### config.mk
export PLATFORM = sky130hd
export DESIGN_NAME = ddr2_app_req_packer
export DESIGN_NICKNAME = d
export VERILOG_FILES = /design/src/rtl/ddr2_app_req_packer.sv
export SDC_FILE = /design/constraint.sdc
export NUM_CORES = 1
export LEC_CHECK = 0
export BUFFER_PORTS_ARGS = -buffer_cell sky130_fd_sc_hd__buf_2
export CORE_UTILIZATION = 30
export CTS_CLUSTER_DIAMETER = 80
export CTS_CLUSTER_SIZE = 28
export DETAILED_ROUTE_END_ITERATION = 8
export PLACE_DENSITY = 0.56
export SLEW_MARGIN = 20
export SYNTH_ARGS = -nofsm -noshare
export SYNTH_HDL_FRONTEND = slang
export SYNTH_SLANG_ARGS = --single-unit
### constraint.sdc
create_clock -name clk0 -period 7.4 [get_ports clk0]
set_input_delay 0.74 -clock clk0 [delete_from_list [all_inputs] [get_ports clk0]]
set_output_delay 0.74 -clock clk0 [all_outputs]
set_load 0.02 [all_outputs]
### src/rtl/ddr2_app_req_packer.sv
// ----------------------------------------------------------------------------
// ddr2_app_req_packer
//
// Packs whole-burst user read/write requests into DDR2 backend FIFO writes.
// Each request produces one command word in the address FIFO. A write burst
// also produces two beats in the write-data FIFO: the low half first, then
// the high half. All app_* outputs are registered. They follow the FSM state
// by one cycle, so a request accepted at edge N shows its command (and write
// beat 0) after edge N+1, and its write beat 1 after edge N+2.
//
// Optional build macro: DDR2_PACKER_STATS_EN
//   When defined, the block adds the stat_wr_cnt and stat_rd_cnt counter
//   outputs (16-bit, wrapping). When undefined, these ports do not exist.
//
// Ports:
//   clk0            sole clock
//   rst_n           synchronous active-low reset
//   init_done       memory calibration complete; gates new accepts only
//   usr_valid       request valid
//   usr_ready       request accepted on an edge where usr_valid & usr_ready
//   usr_cmd         0 = write, 1 = read
//   usr_addr        burst address (zero-extended to 32 bits)
//   usr_wdata       burst data; the low half is beat 0
//   usr_wmask       burst mask (1 = masked); the low half is beat 0
//   af_almost_full  address FIFO almost full
//   wdf_almost_full data FIFO almost full
//   app_af_addr     command word {1'b0, cmd[2:0], addr[31:0]}
//   app_af_wren     address FIFO write strobe
//   app_wdf_data    data FIFO beat
//   app_mask_data   mask beat (all-ones when the data FIFO is idle)
//   app_wdf_wren    data FIFO write strobe
//   req_busy        high whenever the FSM is not IDLE
//   stat_wr_cnt     (DDR2_PACKER_STATS_EN) number of WR0 cycles, wrapping
//   stat_rd_cnt     (DDR2_PACKER_STATS_EN) number of RD cycles, wrapping
// ----------------------------------------------------------------------------
module ddr2_app_req_packer #(
    parameter int DQ_WIDTH   = 32,
    parameter int DM_WIDTH   = 4,
    parameter int ADDR_WIDTH = 32
) (
    input  logic                    clk0,
    input  logic                    rst_n,
    input  logic                    init_done,
    input  logic                    usr_valid,
    output logic                    usr_ready,
    input  logic                    usr_cmd,
    input  logic [ADDR_WIDTH-1:0]   usr_addr,
    input  logic [4*DQ_WIDTH-1:0]   usr_wdata,
    input  logic [4*DM_WIDTH-1:0]   usr_wmask,
    input  logic                    af_almost_full,
    input  logic                    wdf_almost_full,
    output logic [35:0]             app_af_addr,
    output logic                    app_af_wren,
    output logic [2*DQ_WIDTH-1:0]   app_wdf_data,
    output logic [2*DM_WIDTH-1:0]   app_mask_data,
    output logic                    app_wdf_wren,
    output logic                    req_busy
`ifdef DDR2_PACKER_STATS_EN
    ,
    output logic [15:0]             stat_wr_cnt,
    output logic [15:0]             stat_rd_cnt
`endif
);

    localparam int BEAT_W = 2 * DQ_WIDTH;
    localparam int MASK_W = 2 * DM_WIDTH;

    localparam logic [2:0] CMD_WR = 3'b000;
    localparam logic [2:0] CMD_RD = 3'b001;

    typedef enum logic [1:0] {
        IDLE,
        WR0,
        WR1,
        RD
    } state_t;

    state_t state, state_next;

    // Request holding register, loaded on accept (data path, not reset)
    logic [ADDR_WIDTH-1:0]  addr_p0;
    logic [4*DQ_WIDTH-1:0]  wdata_p0;
    logic [4*DM_WIDTH-1:0]  wmask_p0;

    // Next values for the registered app_* outputs
    logic                   af_wren_d;
    logic [35:0]            af_addr_d;
    logic                   wdf_wren_d;
    logic [BEAT_W-1:0]      wdf_data_d;
    logic [MASK_W-1:0]      mask_d;

    logic                   accept;

    function automatic logic [35:0] cmd_word(input logic [2:0] cmd,
                                             input logic [ADDR_WIDTH-1:0] addr);
        return {1'b0, cmd, 32'(addr)};
    endfunction

    // Ready never looks at usr_valid/usr_cmd, so upstream may wait on it.
    always_comb begin
        usr_ready = init_done & ~af_almost_full & ~wdf_almost_full & (state != WR0);
        accept    = usr_valid & usr_ready;
        req_busy  = (state != IDLE);
    end

    always_ff @(posedge clk0) begin
        if (!rst_n) begin
            state <= IDLE;
        end else begin
            state <= state_next;
        end
    end

    always_comb begin
        state_next = state;
        af_wren_d  = 1'b0;
        af_addr_d  = '0;
        wdf_wren_d = 1'b0;
        wdf_data_d = '0;
        mask_d     = '1;
        case (state)
            IDLE: begin
                if (accept) state_next = usr_cmd ? RD : WR0;
            end
            WR0: begin
                af_wren_d  = 1'b1;
                af_addr_d  = cmd_word(CMD_WR, addr_p0);
                wdf_wren_d = 1'b1;
                wdf_data_d = wdata_p0[BEAT_W-1:0];
                mask_d     = wmask_p0[MASK_W-1:0];
                state_next = WR1;
            end
            WR1: begin
                // The next request can be taken here, which keeps W->R gapless.
                wdf_wren_d = 1'b1;
                wdf_data_d = wdata_p0[2*BEAT_W-1:BEAT_W];
                mask_d     = wmask_p0[2*MASK_W-1:MASK_W];
                state_next = accept ? (usr_cmd ? RD : WR0) : IDLE;
            end
            RD: begin
                af_wren_d  = 1'b1;
                af_addr_d  = cmd_word(CMD_RD, addr_p0);
                state_next = accept ? (usr_cmd ? RD : WR0) : IDLE;
            end
            default: state_next = IDLE;
        endcase
    end

    // Stage p0: capture the accepted request. In WR1 this overwrites the
    // burst being finished, which is safe because its high half is already
    // in wdf_data_d and lands in the output register on the same edge.
    always_ff @(posedge clk0) begin
        if (accept) begin
            addr_p0  <= usr_addr;
            wdata_p0 <= usr_wdata;
            wmask_p0 <= usr_wmask;
        end
    end

    // Stage p1: registered FIFO write outputs
    always_ff @(posedge clk0) begin
        if (!rst_n) begin
            app_af_wren   <= 1'b0;
            app_af_addr   <= '0;
            app_wdf_wren  <= 1'b0;
            app_wdf_data  <= '0;
            app_mask_data <= '1;
        end else begin
            app_af_wren   <= af_wren_d;
            app_af_addr   <= af_addr_d;
            app_wdf_wren  <= wdf_wren_d;
            app_wdf_data  <= wdf_data_d;
            app_mask_data <= mask_d;
        end
    end

`ifdef DDR2_PACKER_STATS_EN
    always_ff @(posedge clk0) begin
        if (!rst_n) begin
            stat_wr_cnt <= '0;
            stat_rd_cnt <= '0;
        end else begin
            if (state == WR0) stat_wr_cnt <= stat_wr_cnt + 16'd1;
            if (state == RD)  stat_rd_cnt <= stat_rd_cnt + 16'd1;
        end
    end
`endif

endmodule

==> summary.txt <==
Power and ir drop
  – Net Switching: 0.000960 W
  – PwrDens: around 300 nW/um2
  – Leakage: ~4.4 nW
  – Sw Ratio: 28.5%
  – Power share of the clock group: a little over a quarter
  – Maximum VDD drop: approximately 0.18 mV
  – Combinational share of power: a little under a fifth
  – Sequential power share: 54.4%
  – Internal power: about 0.0024 W

Final layout
  – Proportion of layout cells with a drive suffix above 1: between 40% and 50%
  – Final Instance Area: between 10000 and 15000 um2
  – Fillers: 2741
  – Area delta synth->final: 26.7%
  – Final nets: between 900 and 1000

STA
  – Slew margin rel.: about 33%
  – Worst-Margin Slew: just over 1000 ps
  – F_max: 0.336 GHz
  – Clock Skew: 16.9 ps
  – Crit share post-route: about two fifths
  – Setup ws final: between 4000 and 5000 ps
  – Endpoints failing hold: 0
  – Tightest hold margin: slightly above 400 ps
  – Final setup viols: 0
  – Fin. max-slew vios: 0
  – Final min period: ~3000 ps
  – RSZ-0062 raised after global routing: false
  – Setup TNS Final: 0 ps

Run status
  – Status: completed

GRT
  – Initial antenna violation count: 1
  – Gr ovfl total: 0
  – Global Route Usage Sum: between 10% and 20%
  – Vias in the first global route: between 5000 and 6000
  – First-pass GRT wire length: approximately 29000 um
  – Largest net degree at the start of global routing: 80

Job
  – Max cap viols: 0

Placed design
  – Port Buffers: 291
  – Dpl hpwl: ~12000 um
  – Pre-CTS WS: around 4400 ps
  – Post-DP Area: approximately 11000 um2
  – Routability congestion estimate: 0.721

Route
  – Post-Route WL: 19000 um
  – Initial DRC Count: roughly 390
  – Vias: between 5000 and 6000
  – Wire per inst: approximately 16 um
  – Remaining DRCs: 0
  – 1st-pass router iterations: 4
  – Average vias per placed instance: around 4.3
  – Routed Antenna Nets: 0

Floorplan
  – Io pins: 295
  – Die Span Y: between 150 and 200 um
  – Initial core utilization: between 30% and 40%
  – Die area: around 30000 um2
  – Core area: around 29000 um2
  – Row count: between 60 and 70
  – Die width: approximately 170 um

Clocking
  – CTS hold repair buffers: 0
  – Clock buffer depth: 3
  – CTS tree: built
  – Post-CTS Resized: 0
  – Clk sinks: ~290
  – H-tree Lvls: 1
  – CTS root buf: clkbuf_16
  – Setup Fix Bufs, Post-CTS: 0
  – Clk pin slew, worst setup/hold paths: 110 ps
  – Clk_lat worst skew: slightly below 500 ps
  – CTS Buf Count: 15

Synthesis
  – Seq/Total Area, Yosys: between 80% and 90%
  – Post-synth top cells: edfxtp_1 (176), dfxtp_1 (109), nor2_1 (65)
  – Main synth FF type: edfxtp_1
  – Post-synth top area cell: edfxtp_1
  – Post-synth EDFFs: 176
  – Area of the mapped netlist: 8810 um2
  – Avg Cell Area, Syn: between 15 and 20 um2
  – Synth cell types: 25
  – Synthesized instance count: 512
  – Yosys top cell area share: around three fifths
  – FFs w/ async S/R, synth: 0%
  – Synth warn: 0
  – Top post-synthesis cells by area: edfxtp_1 (60%), dfxtp_1 (25%), a22oi_1 (5.5%)
  – Number of synthesized register bits: around 290
  – Top-count cell post-synth: edfxtp_1

Setup path
  – Kind of critical path: register to register
  – FF-to-FF Start: state[1]$_SDFFE_PN0P_
  – CP required: approximately 7500 ps
  – Worst-path fanout max: between 70 and 80
  – Critical Path Start Type: register
  – Worst path arrival time: 3090 ps
  – CP Capture Type: register
  – Setup crit start: state[1]$_SDFFE_PN0P_

Min path
  – Hold crit path type: input port to register
  – Hold path startpoint: usr_wdata[54]
[per-stage QoR]
step	power, W	cells	utilization (%)
5_1_grt	0.00353	1189	38.8
3_3_place_gp	0.00250	1163	37.2
6_report	0.00336	1189	38.8
3_5_place_dp	0.00251	1163	37.2
4_1_cts	0.00342	1188	38.8
2_1_floorplan	0.00226	514	-
[power by group through the flow]
stage               Sequential, W  Combinational [W]  Clock [W]
finish                    0.00183           0.000626   0.000909
global route              0.00184           0.000687    0.00101
CTS                       0.00183           0.000647   0.000948
detailed placement        0.00187           0.000645          0
global placement          0.00186           0.000639          0
floorplan                 0.00196           0.000298          0
[placed cells by master (no fill, tap or decap), drive strengths merged, types with 2 or more instances in the layout]
cell / instances
edfxtp: 176
a21oi: 3
buf: 294
ha: 6
conb: 3
and2: 33
nand2: 3
nor2: 65
o21a: 2
dfxtp: 109
a22oi: 64
inv: 7
clkbuf: 18
clkinv: 5
a221o: 8
[kinds of logic (layout without fill, tap and decap cells)]
family / after synthesis / count (layout) / synth area share [%]
other: 1 / 4 / 0.0425
adders and majority gates: 6 / 6 / 0.852
DFF: 285 / 285 / 84.7
AOI/OAI and AO/OA: 81 / 81 / 7.05
and+or+nand+nor: 105 / 105 / 5.73
buffers and inverters: 34 / 324 / 1.60
[final cells by class]
| type | count | area [um2] | share of cell area (%) |
|---|---|---|---|
| timing repair buffer | 294 | 1480 | 13.2 |
| inverter | 5 | 23.8 | 0.213 |
| multi-input combinational | 195 | 1250 | 11.2 |
| antenna | 1 | 2.50 | 0.0224 |
| sequential | 285 | 7470 | 66.9 |
| tap | 384 | 480 | 4.30 |
| clock inverter | 7 | 68.8 | 0.616 |
| clock buffer | 18 | 397 | 3.55 |
[critical path: stages, from the launching register on]
cell and delay [ps]:
dfxtp_1 480, inv_1 170, ha_4 210, nor4b_4 370, nand2_1 190, inv_6 260, buf_4 790
[worst paths after layout]
kind	end	slack (ps)	depth (start not counted)
max	wdata_p0[38]$_DFFE_PP_	4430	6
min	wdata_p0[54]$_DFFE_PP_	410	1
max reg2reg	wdata_p0[38]$_DFFE_PP_	4430	6
min reg2reg	app_af_addr[25]$_SDFF_PN0_	440	1
[registers in the layout (all words and copies together) (netlist names)]
name and cells:
app_af_addr 33, addr_p0 32, wmask_p0 16, app_mask_data 8
app_af_wren 1, state 2, app_wdf_data 64, wdata_p0 128
app_wdf_wren 1
[per-layer routing]
layer | part of all wire [%] | routed length (um) | global-route usage [%]
met1 | 43 | 8200 | 16.1
met2 | 48 | 9150 | 20.4
met3 | 7.0 | 1330 | 2.85
met4 | 1.8 | 343 | 3.50
met5 | 0 | 0 | 0
Power figures use the tool's default switching activity.
